## config.mk

```make
export PLATFORM = sky130hd
export DESIGN_NAME = bank_read_responder
export DESIGN_NICKNAME = d
export VERILOG_FILES = /design/src/rtl/bank_read_responder.sv
export SDC_FILE = /design/constraint.sdc
export NUM_CORES = 1
export LEC_CHECK = 0
export ABC_AREA = 1
export BUFFER_PORTS_ARGS = -buffer_cell sky130_fd_sc_hd__buf_4
export CORE_UTILIZATION = 45
export DETAILED_ROUTE_END_ITERATION = 6
export PLACE_DENSITY_LB_ADDON = 0.25
export SYNTH_ARGS = -nofsm -noshare
export SYNTH_HDL_FRONTEND = slang
export SYNTH_SLANG_ARGS = --single-unit
```

## constraint.sdc

```tcl
create_clock -name CLK -period 10.9 [get_ports CLK]
set_input_delay 0 -clock CLK [delete_from_list [all_inputs] [get_ports CLK]]
set_output_delay 0 -clock CLK [all_outputs]
set_load 0.02 [all_outputs]
```

## src/rtl/bank_read_responder.sv

```systemverilog
// -----------------------------------------------------------------------------
// bank_read_responder
//
// Target-side servicer of one scratchpad bank's read-request FIFO. Requests
// are popped from a show-ahead FIFO, the row {mat_s,row_s} is read from the
// bank SRAM, and the row data is returned strictly in request order:
//   mat_t = 0      -> store/writeback port, with a per-row byte address
//   mat_t = 1/2/3  -> systolic-array feed port (input / weight / psum)
//
// Requests are only issued while a response-queue slot is guaranteed for them
// (in-flight reads + queued responses < Q_DEPTH), so backpressure on either
// output port throttles issue without any combinational path from the ready
// inputs to rFIFO_REN.
//
// Optional feature: define BANK_RD_PERF_EN to build the perf_reads /
// perf_stalls counters. Without it both ports are tied to 0.
//
// Parameters:
//   BANK_NUM  bank index (informational)
//   READ_LAT  SRAM read latency in cycles, 1..3
//   ROW_W     bank row width in bits
//   WORD_W    byte-address width of the store port
//   MAT_S_W   matrix-slot index width
//
// Ports:
//   CLK, RST                  clock, asynchronous active-high reset
//   rFIFO_empty/REN           request FIFO status and pop
//   rFIFO_addr/mat_t/mat_s/row_s  head-of-FIFO request fields
//   bank_REN/raddr/rdata      bank SRAM read port
//   store_valid/ready/addr/data         store port
//   arr_valid/ready/type/row/data       array feed port
//   busy                      any request in flight or queued
//   perf_reads/perf_stalls    performance counters
// -----------------------------------------------------------------------------
module bank_read_responder #(
    parameter int BANK_NUM = 0,
    parameter int READ_LAT = 1,
    parameter int ROW_W    = 64,
    parameter int WORD_W   = 32,
    parameter int MAT_S_W  = 4
) (
    input  logic                 CLK,
    input  logic                 RST,
    input  logic                 rFIFO_empty,
    output logic                 rFIFO_REN,
    input  logic [WORD_W-1:0]    rFIFO_addr,
    input  logic [1:0]           rFIFO_mat_t,
    input  logic [MAT_S_W-1:0]   rFIFO_mat_s,
    input  logic [1:0]           rFIFO_row_s,
    output logic                 bank_REN,
    output logic [MAT_S_W+1:0]   bank_raddr,
    input  logic [ROW_W-1:0]     bank_rdata,
    output logic                 store_valid,
    input  logic                 store_ready,
    output logic [WORD_W-1:0]    store_addr,
    output logic [ROW_W-1:0]     store_data,
    output logic                 arr_valid,
    input  logic                 arr_ready,
    output logic [1:0]           arr_type,
    output logic [1:0]           arr_row,
    output logic [ROW_W-1:0]     arr_data,
    output logic                 busy,
    output logic [31:0]          perf_reads,
    output logic [31:0]          perf_stalls
);

    localparam int Q_DEPTH = READ_LAT + 2;
    localparam int CNT_W   = $clog2(Q_DEPTH + 1);
    localparam int PTR_W   = $clog2(Q_DEPTH);

    localparam logic [CNT_W:0]   CREDIT_LIM = (CNT_W + 1)'(Q_DEPTH);
    localparam logic [CNT_W-1:0] QCNT_FULL  = CNT_W'(Q_DEPTH);
    localparam logic [PTR_W-1:0] PTR_LAST   = PTR_W'(Q_DEPTH - 1);

    // Store rows are 8 bytes apart; the sum wraps modulo 2^WORD_W.
    function automatic logic [WORD_W-1:0] row_byte_addr(
        input logic [WORD_W-1:0] base,
        input logic [1:0]        row
    );
        return base + WORD_W'({row, 3'b000});
    endfunction

    function automatic logic [PTR_W-1:0] ptr_inc(input logic [PTR_W-1:0] p);
        return (p == PTR_LAST) ? '0 : p + PTR_W'(1);
    endfunction

    logic [CNT_W-1:0] inflight;
    logic [CNT_W-1:0] qcount;
    logic [PTR_W-1:0] head;
    logic [PTR_W-1:0] tail;
    logic             issue;
    logic             q_push;
    logic             q_pop;

    // ------------------------------------------------------------------------
    // Issue: pop the FIFO and read the SRAM in the same cycle
    // ------------------------------------------------------------------------
    assign issue = !RST && !rFIFO_empty &&
                   (({1'b0, inflight} + {1'b0, qcount}) < CREDIT_LIM);

    assign rFIFO_REN  = issue;
    assign bank_REN   = issue;
    assign bank_raddr = issue ? {rFIFO_mat_s, rFIFO_row_s} : '0;

    // ------------------------------------------------------------------------
    // Metadata pipe, aligned with the SRAM read latency
    // ------------------------------------------------------------------------
    logic [READ_LAT-1:0] vld_p;
    logic [1:0]          mat_t_p [READ_LAT];
    logic [1:0]          row_s_p [READ_LAT];
    logic [WORD_W-1:0]   addr_p  [READ_LAT];

    always_ff @(posedge CLK or posedge RST) begin
        if (RST) begin
            vld_p <= '0;
        end else begin
            vld_p[0] <= issue;
            for (int i = 1; i < READ_LAT; i++) begin
                vld_p[i] <= vld_p[i-1];
            end
        end
    end

    always_ff @(posedge CLK) begin
        mat_t_p[0] <= rFIFO_mat_t;
        row_s_p[0] <= rFIFO_row_s;
        addr_p[0]  <= rFIFO_addr;
        for (int i = 1; i < READ_LAT; i++) begin
            mat_t_p[i] <= mat_t_p[i-1];
            row_s_p[i] <= row_s_p[i-1];
            addr_p[i]  <= addr_p[i-1];
        end
    end

    // The last pipe stage coincides with bank_rdata being valid.
    assign q_push = vld_p[READ_LAT-1];

    // ------------------------------------------------------------------------
    // Circular response queue
    // ------------------------------------------------------------------------
    logic [1:0]        q_mat_t [Q_DEPTH];
    logic [1:0]        q_row_s [Q_DEPTH];
    logic [WORD_W-1:0] q_addr  [Q_DEPTH];
    logic [ROW_W-1:0]  q_data  [Q_DEPTH];

    always_ff @(posedge CLK) begin
        if (q_push) begin
            q_mat_t[tail] <= mat_t_p[READ_LAT-1];
            q_row_s[tail] <= row_s_p[READ_LAT-1];
            q_addr[tail]  <= addr_p[READ_LAT-1];
            q_data[tail]  <= bank_rdata;
        end
    end

    always_ff @(posedge CLK or posedge RST) begin
        if (RST) begin
            inflight <= '0;
            qcount   <= '0;
            head     <= '0;
            tail     <= '0;
        end else begin
            inflight <= inflight + CNT_W'(issue) - CNT_W'(q_push);
            qcount   <= qcount + CNT_W'(q_push) - CNT_W'(q_pop);
            if (q_push) begin
                tail <= ptr_inc(tail);
            end
            if (q_pop) begin
                head <= ptr_inc(head);
            end
        end
    end

    // ------------------------------------------------------------------------
    // Head routing and output hold
    // ------------------------------------------------------------------------
    logic              q_nonempty;
    logic              head_is_store;
    logic [WORD_W-1:0] st_addr_hold;
    logic [ROW_W-1:0]  st_data_hold;
    logic [1:0]        arr_type_hold;
    logic [1:0]        arr_row_hold;
    logic [ROW_W-1:0]  arr_data_hold;
    logic [WORD_W-1:0] head_st_addr;

    assign q_nonempty    = (qcount != '0);
    assign head_is_store = (q_mat_t[head] == 2'd0);
    assign head_st_addr  = row_byte_addr(q_addr[head], q_row_s[head]);

    assign store_valid = q_nonempty && head_is_store;
    assign arr_valid   = q_nonempty && !head_is_store;
    assign q_pop       = (store_valid && store_ready) || (arr_valid && arr_ready);

    // Each port remembers what it last delivered so its data outputs stay put
    // once the queue drains or the head belongs to the other port.
    always_ff @(posedge CLK or posedge RST) begin
        if (RST) begin
            st_addr_hold  <= '0;
            st_data_hold  <= '0;
            arr_type_hold <= '0;
            arr_row_hold  <= '0;
            arr_data_hold <= '0;
        end else begin
            if (store_valid && store_ready) begin
                st_addr_hold <= head_st_addr;
                st_data_hold <= q_data[head];
            end
            if (arr_valid && arr_ready) begin
                arr_type_hold <= q_mat_t[head];
                arr_row_hold  <= q_row_s[head];
                arr_data_hold <= q_data[head];
            end
        end
    end

    assign store_addr = store_valid ? head_st_addr   : st_addr_hold;
    assign store_data = store_valid ? q_data[head]   : st_data_hold;
    assign arr_type   = arr_valid   ? q_mat_t[head]  : arr_type_hold;
    assign arr_row    = arr_valid   ? q_row_s[head]  : arr_row_hold;
    assign arr_data   = arr_valid   ? q_data[head]   : arr_data_hold;

    assign busy = (inflight != '0) || q_nonempty;

    // ------------------------------------------------------------------------
    // Performance counters
    // ------------------------------------------------------------------------
`ifdef BANK_RD_PERF_EN
    logic [31:0] perf_reads_q;
    logic [31:0] perf_stalls_q;

    always_ff @(posedge CLK or posedge RST) begin
        if (RST) begin
            perf_reads_q  <= '0;
            perf_stalls_q <= '0;
        end else begin
            if (issue) begin
                perf_reads_q <= perf_reads_q + 32'd1;
            end
            if ((store_valid && !store_ready) || (arr_valid && !arr_ready)) begin
                perf_stalls_q <= perf_stalls_q + 32'd1;
            end
        end
    end

    assign perf_reads  = perf_reads_q;
    assign perf_stalls = perf_stalls_q;
`else
    assign perf_reads  = '0;
    assign perf_stalls = '0;
`endif

    // Credit accounting must make a push into a full queue impossible.
    assert property (@(posedge CLK) disable iff (RST)
        !(q_push && !q_pop && (qcount == QCNT_FULL)));

    // Legal configuration.
    assert property (@(posedge CLK)
        (READ_LAT >= 1) && (READ_LAT <= 3) && (BANK_NUM >= 0));

endmodule

```

Yosys cells after proc, flatten, opt, wreduce, memory -nomap -nowiden
Memory sizes are Yosys's and may differ from the RTL's.
Cells that the tools add are included.

cells by class
  magnitude comparators = 1
  equality and inequality tests = 2
  reductions and logical operators = 14
  add/sub/neg operators = 8
  multiplexer cells = 10

operators with widths
  kind                   count
  $mux W64               2
  $add A32 B5 Y32        1
  $mux W32               1
  $mux W2                4
  $logic_and A1 B1 Y1    6
  $mux W6                1
  $add A2 B1 Y2          2
  $add A2 B1 Y2 const B  2
  $eq A2 B2 Y1 const B   2
  $reduce_bool A2 Y1     2
  $sub A2 B1 Y2          2
  $add A2 B2 Y3          1
  $logic_not A1 Y1       3
  $lt A3 B2 Y1 const B   1
  $logic_not A2 Y1       1
  $logic_or A1 B1 Y1     2
  $mux W1                2

storage, ports and cells
  output and inout port bits = 239
  bits in writable memories = 336
  input bits = 109
  bits in registers = 173
  memories kept = 7
  word-level logic and storage cells = 52

memory list
  name             depth  width  read ports  clocked after Yosys merged registers in  write ports  RTL line  RTL
  q_data           3      64     1           0                                        1            144       logic [ROW_W-1:0] q_data [Q_DEPTH];
  q_addr           3      32     1           0                                        1            143       logic [WORD_W-1:0] q_addr [Q_DEPTH];
  addr_p           1      32     1           0                                        1            111       logic [WORD_W-1:0] addr_p [READ_LAT];
  q_mat_t          3      2      1           0                                        1            141       logic [1:0] q_mat_t [Q_DEPTH];
  q_row_s          3      2      1           0                                        1            142       logic [1:0] q_row_s [Q_DEPTH];
  mat_t_p          1      2      1           0                                        1            109       logic [1:0] mat_t_p [READ_LAT];
  1 more memories  n/a    n/a    n/a         n/a                                      n/a          n/a

Longest topological paths before layout
Gate-level depths: netlist of the first run.
An unclocked memory read counts as a cell.

  depth after elaboration = 7
  depth in mapped cells = 19
  mapped depth without buffers = 15

Least setup slack after synthesis of the first run
Ideal clock, no wire load.

  kind = reg-to-reg
  start = register vld_p (netlist: q_push)
  end = register tail[1]
  period minus slack after synthesis = 8.016 ns
  setup time = 0.118 ns
  required time = 10.782 ns
  path buffers = 0
  stages on the path, launching flop included = 4
  path slack = 2.884 ns
  arrival = 7.898 ns
  cells stage by stage = dfrtp_1 inv_1 nor3_1 o21bai_1

RTL lines
  element                           RTL line  RTL
  start: declaration                108       logic [READ_LAT-1:0] vld_p;
  start signal: indexed assignment  119       vld_p[i] <= vld_p[i-1];
  end signal: assignment            165       tail <= ptr_inc(tail);
  end: declaration                  90        logic [PTR_W-1:0] tail;

Final worst setup path of the first run
  start = register head[0]
  end = output store_data[0]

on the way
  longest elaborated chain between the ends = 4
  elaborated cells between the ends (all ways) = 5
  those cells by class = mux (1); reduce/logical (2); memory (2)

RTL lines
  element                   RTL line  RTL
  start: declaration        89        logic [PTR_W-1:0] head;
  start signal: assignment  168       head <= ptr_inc(head);
  $mem_v2 Z3 W2             n/a
  $logic_not A2 Y1          186       assign head_is_store = (q_mat_t[head] == 2'd0);
  $logic_and A1 B1 Y1       189       assign store_valid = q_nonempty && head_is_store;
  $mux W64 *                216       assign store_data = store_valid ? q_data[head] : st_data_hold;
  end: declaration          56        output logic [ROW_W-1:0] store_data,

Every way passes the cells marked *; elsewhere a longest branch is shown, timed or not.

==> results of run 1 <==
==> area by class of cell <==
class	instances	share of cell area (%)
sequential	509	53.0
multi-input combinational	1353	22.8
timing repair buffer	404	12.4
clock buffer	76	5.55
tap	607	2.86
inverter	191	2.76
clock inverter	22	0.618
antenna	4	0.0377
==> Yosys cell counts (4+ instances only) <==
cell	number	share of area (%)
nand2_1	734	13
edfxtp_1	300	42
o21ai_0	271	6.3
inv_1	185	3.2
dfrtp_1	173	20
nand3_1	134	3.1
buf_4	83	2.9
nor2_1	45	0.78
clkbuf_1	43	0.75
dfxtp_1	36	3.3
buf_2	31	0.72
o21ai_1	21	0.49
nand2_2	11	0.32
xor2_1	11	0.45
buf_6	8	0.42
nand3_2	8	0.37
ha_1	7	0.41
nor2_2	7	0.20
nor2_4	7	0.36
xnor2_1	6	0.24
nor3_1	5	0.12
inv_2	4	0.069
o21bai_1	4	0.14
==> through the flow <==
step | power [mW] | utilization, %
after CTS | 8.57 | 56.5
after floorplan | 5.29 | -
after global placement | 6.74 | 50.8
after detailed placement | 6.81 | 50.8
after global routing | 9.03 | 56.5
final | 8.49 | 56.5
==> state kept, by name (all words and copies together) (netlist names), 6 cells and up <==
| name | flops |
|---|---|
| st_addr_hold | 32 |
| q_data | 192 |
| q_row_s | 6 |
| arr_data_hold | 64 |
| st_data_hold | 64 |
| q_addr | 96 |
| addr_p | 32 |
| q_mat_t | 6 |
==> report_power, final <==
part	switching, mW	internal (mW)	leakage [nW]
Sequential	0.154	2.50	5.18
Clock	0.741	0.969	0.807
Combinational	2.80	1.34	5.33
Total	3.69	4.80	11.3
==> worst reg2reg max path, delay by kind of cell (launching register included) <==
kind	cells	cell delay, ns
compound gates	1	0.35
buf+inv	3	1.89
simple gates	6	1.33
flops	1	1.06
==> worst max path at each step <==
stage | startpoint | end | slack (ns) | cells past startpoint
after detailed placement | head[0]$_DFFE_PP0N_ | st_data_hold[19]$_DFFE_PP0P_ | 6.04 | 10
after global placement | head[0]$_DFFE_PP0N_ | st_data_hold[23]$_DFFE_PP0P_ | 6.21 | 10
after CTS | head[0]$_DFFE_PP0N_ | store_addr[21] | 5.89 | 12
after global routing | head[0]$_DFFE_PP0N_ | store_addr[17] | 5.59 | 14
after floorplan | q_push$_DFF_PP0_ | tail[1]$_DFFE_PP0P_ | 2.88 | 3
final | head[0]$_DFFE_PP0N_ | store_data[0] | 5.97 | 9
==> metal layers <==
metal | wire [um] | share of wire [%] | vias up
met5 | 22 | 0.042 | -
met4 | 1340 | 2.6 | 4
met3 | 3010 | 5.8 | 95
met2 | 25600 | 49 | 479
met1 | 21900 | 42 | 7481
li1 | - | - | 7619
==> kinds of logic after synthesis <==
| logic type | count (synthesis) | synth area share, % |
|---|---|---|
| other | 1 | 0.0174 |
| xor gates and xnor gates | 17 | 0.689 |
| and+or+nand+nor | 958 | 18.3 |
| AOI/OAI and AO/OA | 305 | 7.23 |
| buffers and inverters | 359 | 8.16 |
| DFF | 509 | 65.1 |
| adders and majority gates | 9 | 0.591 |
==> placed cells by master, fill, tap and decap left out, types with 3 or more instances in the layout <==
| cell | Yosys | final |
|---|---|---|
| dfxtp_1 | 36 | 36 |
| nand2_1 | 734 | 734 |
| a221oi_1 | 3 | 3 |
| clkinv_2 | 0 | 10 |
| clkbuf_1 | 43 | 18 |
| nand2_2 | 11 | 10 |
| diode_2 | 0 | 4 |
| o21ai_1 | 21 | 21 |
| clkbuf_16 | 0 | 54 |
| o21bai_1 | 4 | 4 |
| nor2_2 | 7 | 6 |
| nand3_2 | 8 | 8 |
| clkbuf_8 | 0 | 4 |
| dfrtp_1 | 173 | 172 |
| edfxtp_1 | 300 | 300 |
| dlygate4sd3_1 | 0 | 104 |
| xor2_1 | 11 | 11 |
| clkinv_4 | 0 | 3 |
| conb_1 | 1 | 64 |
| nand3_1 | 134 | 134 |
| nor2_4 | 7 | 8 |
| nor2_1 | 45 | 45 |
| buf_4 | 83 | 300 |
| xnor2_1 | 6 | 6 |
| ha_1 | 7 | 7 |
| o21ai_0 | 271 | 271 |
| nor3_2 | 0 | 3 |
| nand3b_1 | 3 | 3 |
| inv_1 | 185 | 184 |
| inv_4 | 2 | 7 |
==> timing repair <==
item                                   4_1_cts  5_1_grt
endpoints found under the hold margin      321        0
setup buffers                                0        0
hold buffers                               104        0
==> results_dict.tcl, run 1 <==
set metrics [dict create \
    ys_warn_count 0 \
    path_clk_slew_ns 0.06 \
    synth_cell_types 35 \
    total_leakage_power_nw 11.3 \
    vias 15678 \
    ff2ff_setup_slack_ns 6.10 \
    finalSetupTns_ns 0 \
    grt_max_degree 109 \
    fillCellCount 4041 \
    final_area_sq_um 26500 \
    path_common_cell "buf_4" \
    whs_ns 0.0340 \
    cts_sinks 509 \
    die_w_um 221 \
    peakVddDrop_mv 0.244 \
    synth_area_sq_um 21600 \
    grt_pass1_wl_mm 81.9 \
    crit_chain "nor2_4, nand2_1, nand3_1, nor2_1, nand2_2, inv_4, buf_4, o21ai_0, buf_4" \
    port_buffers 283 \
    cts_root_buf "clkbuf_16" \
    endpoint_kind "output pin" \
    start_util_pct 46.0 \
    first_global_vias 14955 \
    rows 79 \
    clock_path_buffers 3 \
    antenna_found_initial 6 \
    wl_mm 51.8 \
    die-area_sq_um 48900 \
    cpPeakStageDelay_ns 1.06 \
    reg2reg_depth 10 \
    crit_family "buffers and inverters" \
    worstPathBufferInverterCount 3 \
    place.gp.congestion 0.843 \
    powerDensity_nw_per_um2 320 \
    dp_hpwl_mm 33.1 \
    place_inst 2960 \
    grt_busiest_layer "met2" \
    grt_usage_pct 21.3 \
    final_nets 2629 \
    ant_nets 0 \
    period_minus_slack_ns 4.93 \
    multiInputGateArea_sq_um 6050 \
    slew_headroom_pct 21.3 \
    wl_per_cell_um 16.4 \
    dr.pass1.iters 6 \
    cts_made_buffers 52 \
    slowest_stage "dfrtp_1" \
    synth_cells 2158 \
    fmax_mhz 203 \
    timing.rr.start "head[0]$_DFFE_PP0N_" \
    grt_util_met1_pct 27.9 \
    syn_to_final_growth_pct 22.8 \
    synth_ff_type "edfxtp_1" \
    grt_setup_unrepaired "false" \
    dpl_cell_area_sq_um 23900 \
    finalHoldViolCount 0 \
    setup_ws_ns 5.97 \
    crit_type "register to output pin" \
    yosysSeqAreaShare_pct 65.1 \
    finalCritPeriodShare_pct 45.2 \
    ios 348 \
    syn_avg_cell_area_sq_um 10.0 \
    min_path_type "primary input to async pin" \
    detail_route.vias_per_cell 4.95 \
    cp_max_fo 108 \
    cts_resized 0 \
    drc_errors 0 \
    overflow 0 \
    synth_edf_count 300 \
    die_y_um 221 \
    met2_usage_pct 36.0 \
    core_sq_um 47000 \
    drive_gt1_share_pct 16.7 \
    synth-seq-cells 509 \
    reg2reg_to "st_data_hold[19]$_DFFE_PP0P_" \
    clock_skew_ns 0.0223 \
    async_reset_ff_share_pct 34.0 \
    tightest_slew_ns 1.18 \
    cts_tree "built" \
    required_ns 10.90 \
    pre_cts_ws_ns 6.04 \
    cp.arrival_ns 4.93 \
    drt_iter0_drc 1276 \
    stdcell_count 3166 \
    setup_viol_count_final 0 \
    status "finished, final reports clean" \
    maxCapViolCount 0 \
    met3_usage_pct 3.45 \
    clk_latency_ns 0.59 \
    worstSetupStartpointType "register" \
    h-tree-depth 2 \
    slew_violations 0 \
    register_area_sq_um 14100 \
]
No activity file was read; power rests on OpenSTA's default activity.
==> run 2: changes to the inputs <==
Clock period 10.9 ns to 4.6 ns, I/O delays scaled along.
==> run 2 against run 1 <==
Utilization rose by 0.42 points. Die area did not move. Sequential cell count did not move. Worst setup slack got worse by 5.3 ns. Register-to-register slack got worse by 4.9 ns. Critical endpoint is now store_addr[12].
==> results_dict.tcl, run 2 (same netlist as run 1, synthesis figures left out) <==
set metrics [dict create \
    drive_gt1_share_pct 17.1 \
    drt_iter0_drc 1053 \
    largest_reg_flops 192 \
    combPwrFrac_pct 48.6 \
    cts_sinks 509 \
    first_global_vias 15087 \
    grt_max_degree 122 \
    slew_violations 0 \
    syn_to_final_growth_pct 23.8 \
    wl_per_cell_um 16.5 \
    fin_util_pct 57.0 \
    switchingPower_mw 8.77 \
    internal_power_mw 11.6 \
    fmax_mhz 254 \
    cts_root_buf "clkbuf_16" \
    detail_route.vias_per_cell 4.95 \
    fillCellCount 3977 \
    dp_hpwl_mm 33.1 \
    ctsHoldBuffers 105 \
    antenna_found_initial 2 \
    maxCapViolCount 0 \
    setup_viol_count_final 0 \
    grt_setup_unrepaired "false" \
    ant_nets 0 \
    powerDensity_nw_per_um2 761 \
    peakVddDrop_mv 0.575 \
    vias 15692 \
    clock_power_share_pct 20.7 \
    crit_type "register to output pin" \
    timing.rr.start "head[0]$_DFFE_PP0N_" \
    power_frac_seq_pct 30.6 \
    endpoint_kind "output pin" \
    regMostFlops "q_data" \
    final_nets 2635 \
    finalCritPeriodShare_pct 85.7 \
    overflow 0 \
    port_buffers 283 \
    required_ns 4.60 \
    tightest_slew_ns 0.848 \
    place.gp.congestion 0.815 \
    cts_made_buffers 53 \
    crit_path_end "store_addr[12]" \
    min_path_type "primary input to register" \
    power_mw 20.4 \
    final_cell_mix "nand2_1 (734), buf_4 (300), edfxtp_1 (300)" \
    total_leakage_power_nw 11.4 \
    die_y_um 221 \
    clock_path_buffers 3 \
    dr.pass1.iters 5 \
    cp.arrival_ns 3.94 \
    status "finished, final reports clean" \
    grt_usage_pct 21.4 \
    final_common_cell "nand2_1" \
    worstSetupStartpointType "register" \
    clock_skew_ns 0.0258 \
    reg2reg_to "st_data_hold[32]$_DFFE_PP0P_" \
    drc_errors 0 \
    die-area_sq_um 48900 \
    swShare_pct 43.1 \
    postCtsSetupBuffers 0 \
    cp-startpoint "head[0]$_DFFE_PP0N_" \
    start_util_pct 46.0 \
    cp_max_fo 27 \
    largestRegisters "q_data x192, q_addr x96" \
    slew_headroom_pct 43.5 \
    period_minus_slack_ns 3.94 \
    h-tree-depth 2 \
    rows 79 \
    path_clk_slew_ns 0.06 \
    die_w_um 221 \
    ios 348 \
    clk_latency_ns 0.60 \
    reg2reg_depth 11 \
    cts_resized 0 \
    finalHoldViolCount 0 \
    ff2ff_setup_slack_ns 1.25 \
    wl_mm 52.3 \
    cts_tree "built" \
    core_sq_um 47000 \
    grt_pass1_wl_mm 82.2 \
]
[run 2: changes by cell type in the layout (fill, tap and decap cells not counted), moves of 3 or more]
| cell | before | now |
|---|---|---|
| clkbuf_1 | 18 | 5 |
| clkinv_1 | 1 | 9 |
| clkinv_2 | 10 | 17 |
| buf_12 | 0 | 4 |
| bufinv_16 | 1 | 4 |
| clkbuf_8 | 4 | 7 |
| nor3_2 | 3 | 0 |
| nor3_4 | 0 | 3 |
[run 2: per-stage QoR]
| step | cell area [sq um] | hold WS, ns | setup slack [ns] | setup TNS, ns | cells |
|---|---|---|---|---|---|
| after detailed placement | 24000 | 0.106 | 1.28 | 0 | 2964 |
| after global placement | 24000 | 0.105 | 1.36 | 0 | 2964 |
| after floorplan | 21900 | 0.0277 | -0.280 | -79.18 | 2221 |
| after CTS | 26700 | 0.00350 | 0.650 | 0 | 3169 |
| after global routing | 26700 | 0.0274 | 0.356 | 0 | 3171 |
| final | 26700 | 0.0374 | 0.657 | 0 | 3171 |
[run 2: how the worst min path moves through the flow]
stage                   start                     to  slack (ns)  depth (start not counted)
6_report       rFIFO_addr[17]  addr_p[0][17]$_DFF_P_        0.04                          2
5_1_grt        rFIFO_addr[16]  addr_p[0][16]$_DFF_P_        0.03                          2
4_1_cts        rFIFO_addr[17]  addr_p[0][17]$_DFF_P_       0.004                          2
3_5_place_dp    rFIFO_addr[5]   addr_p[0][5]$_DFF_P_        0.11                          1
3_3_place_gp    rFIFO_addr[6]   addr_p[0][6]$_DFF_P_        0.10                          1
2_1_floorplan   rFIFO_addr[0]   addr_p[0][0]$_DFF_P_        0.03                          0
[run 2: power groups by stage]
stage	clock network, mW	logic (mW)	registers (mW)
5_1_grt	4.50	10.8	6.33
3_5_place_dp	0	9.86	6.33
4_1_cts	4.33	9.98	6.24
6_report	4.22	9.90	6.23
3_3_place_gp	0	9.74	6.29
2_1_floorplan	0	6.23	6.27
[run 2: area by class of cell]
| type | instances | area, sq um | area share, % |
|---|---|---|---|
| diodes | 2 | 5.00 | 0.0187 |
| multi-input cells | 1353 | 6070 | 22.7 |
| repair buffers | 409 | 3380 | 12.7 |
| inverters | 191 | 731 | 2.73 |
| clock inverters | 35 | 292 | 1.09 |
| clock buffers | 65 | 1440 | 5.39 |
| flip-flops and latches | 509 | 14100 | 52.6 |
| well taps | 607 | 759 | 2.84 |
[run 2: critical path, stage by stage (launching register included)]
cell and delay (ns):
dfrtp_1 0.36, buf_4 0.24, inv_2 0.14, nor2_4 0.05, buf_4 0.24, a221oi_1 0.67, inv_1 0.10, ha_1 0.30
a21oi_1 0.09, nor2_4 0.24, nand3b_1 0.20, xnor2_1 0.38, nand2_1 0.09, nand2_1 0.10, buf_4 0.14
[run 2: metal layers]
metal,up-vias,track usage [%],part of all wire [%]
li1,7631,-,-
met3,90,3.05,5.0
met5,-,0,0
met2,488,36.3,49
met4,0,7.99,3.0
met1,7483,28.0,43
==> run 3: changes to the inputs <==
Settings changed: CORE_UTILIZATION 45 to 50.
==> run 3 against run 2 <==
First-iteration DRC count rose by 22%. Count of clock-buffer cells in the layout rose by 1. Final area fell by 0.29%. Final cell count fell by 1.2%. Largest cell class unchanged. Hold slack improved by 0.025 ns. Clock skew fell by 0.011 ns. Sequential power rose by 0.6%. Utilization rose by 6.0 points.
==> results_dict.tcl, run 3 (same netlist as run 1, synthesis figures left out) <==
set metrics [dict create \
    total_leakage_power_nw 11.4 \
    cts_made_buffers 50 \
    cp.arrival_ns 3.95 \
    port_buffers 283 \
    dr.pass1.iters 6 \
    ctsHoldBuffers 104 \
    min_path_type "primary input to register" \
    status "finished, final reports clean" \
    cts_resized 0 \
    grt_usage_pct 23.9 \
    maxCapViolCount 0 \
    slew_headroom_pct 22.9 \
    grt_max_degree 162 \
    peakVddDrop_mv 0.536 \
    clk_latency_ns 0.59 \
    vias 15742 \
    syn_to_final_growth_pct 23.4 \
    antenna_found_initial 2 \
    final_nets 2634 \
    detail_route.vias_per_cell 5.02 \
    first_global_vias 15023 \
    core_sq_um 42300 \
    setup_viol_count_final 0 \
    period_minus_slack_ns 3.95 \
    cp_max_fo 41 \
    path_clk_slew_ns 0.07 \
    ios 348 \
    overflow 0 \
    fmax_mhz 253 \
    ant_nets 0 \
    start_util_pct 51.1 \
    fillCellCount 3322 \
    worstSetupStartpointType "register" \
    largestRegisters "q_data x192, q_addr x96" \
    register_area_sq_um 14100 \
    cts_tree "built" \
    die-area_sq_um 44100 \
    clock_path_buffers 3 \
    die_y_um 210 \
    final_cell_mix "nand2_1 (734), buf_4 (302), edfxtp_1 (300)" \
    required_ns 4.60 \
    die_w_um 210 \
    h-tree-depth 2 \
    finalSetupTns_ns 0 \
    dp_hpwl_mm 32.9 \
    finalCritPeriodShare_pct 85.9 \
    drt_iter0_drc 1284 \
    rows 75 \
    crit_type "register to output pin" \
    grt_setup_unrepaired "false" \
    cts_root_buf "clkbuf_16" \
    finalHoldViolCount 0 \
    wl_mm 52.2 \
    final_common_cell "nand2_1" \
    wl_per_cell_um 16.6 \
    powerDensity_nw_per_um2 761 \
    place.gp.congestion 0.850 \
    whs_ns 0.0629 \
    postCtsSetupBuffers 0 \
    grt_pass1_wl_mm 81.9 \
    slew_violations 0 \
    largest_reg_flops 192 \
    cts_sinks 509 \
    endpoint_kind "output pin" \
    regMostFlops "q_data" \
    clock_skew_ns 0.0148 \
    drc_errors 0 \
    multiInputGateArea_sq_um 6070 \
    tightest_slew_ns 1.16 \
    drive_gt1_share_pct 17.0 \
]
## run 3: report_power, final
group,internal [mW],switching (mW)
Combinational,3.24,6.65
Sequential,5.92,0.356
Clock,2.40,1.72
## run 3: area by class of cell
cell class | instances | share of cell area [%]
sequential | 509 | 52.7
multi-input combinational | 1353 | 22.8
timing repair buffer | 411 | 12.8
clock buffer | 66 | 5.47
inverter | 191 | 2.74
tap | 577 | 2.71
clock inverter | 25 | 0.788
antenna | 2 | 0.0188
## run 3: layer usage
layer / up-vias / global-route usage (%) / share of wire (%)
li1: 7619 / - / -
met1: 7573 / 32.6 / 43
met2: 466 / 39.7 / 50
met3: 84 / 3.08 / 4.8
met4: 0 / 7.60 / 2.6
met5: - / 0 / 0
## run 3: per-stage QoR
stage                     utilization [%]  cells  instance area, sq um  worst slack [ns]  power, mW
after floorplan                         -   2221                 21900            -0.280       12.5
after CTS                            63.0   3132                 26700             0.592       20.4
after detailed placement             56.6   2937                 23900              1.24       16.2
final                                63.0   3134                 26700             0.647       20.3
after global routing                 63.0   3134                 26700             0.258       21.5
after global placement               56.6   2937                 23900              1.28       16.0
## run 3: worst paths after layout
check,from,end,slack [ns],depth (start not counted)
max,head[1]$_DFFE_PP0N_,store_addr[21],0.65,15
min,rFIFO_addr[8],addr_p[0][8]$_DFF_P_,0.06,2
max reg2reg,head[1]$_DFFE_PP0N_,st_addr_hold[22]$_DFFE_PP0P_,1.37,13
min reg2reg,addr_p[0][16]$_DFF_P_,q_addr[0][16]$_DFFE_PP_,0.44,0
max in group asynchronous,RST,arr_data_hold[31]$_DFFE_PP0P_,3.73,4
min in group asynchronous,RST,qcount[1]$_DFF_PP0_,0.11,4
## run 3: critical path, cell delays in order (launching register included)
cell	delay, ns
dfrtp_4	0.69
nor2_4	0.28
buf_4	0.32
nand2_1	0.08
nand3_1	0.13
ha_1	0.19
inv_1	0.06
fa_1	0.46
nor2_1	0.15
nand2_1	0.14
nor2_2	0.19
nand2_1	0.06
o21bai_1	0.16
nand3_1	0.09
nand2_1	0.17
buf_4	0.17
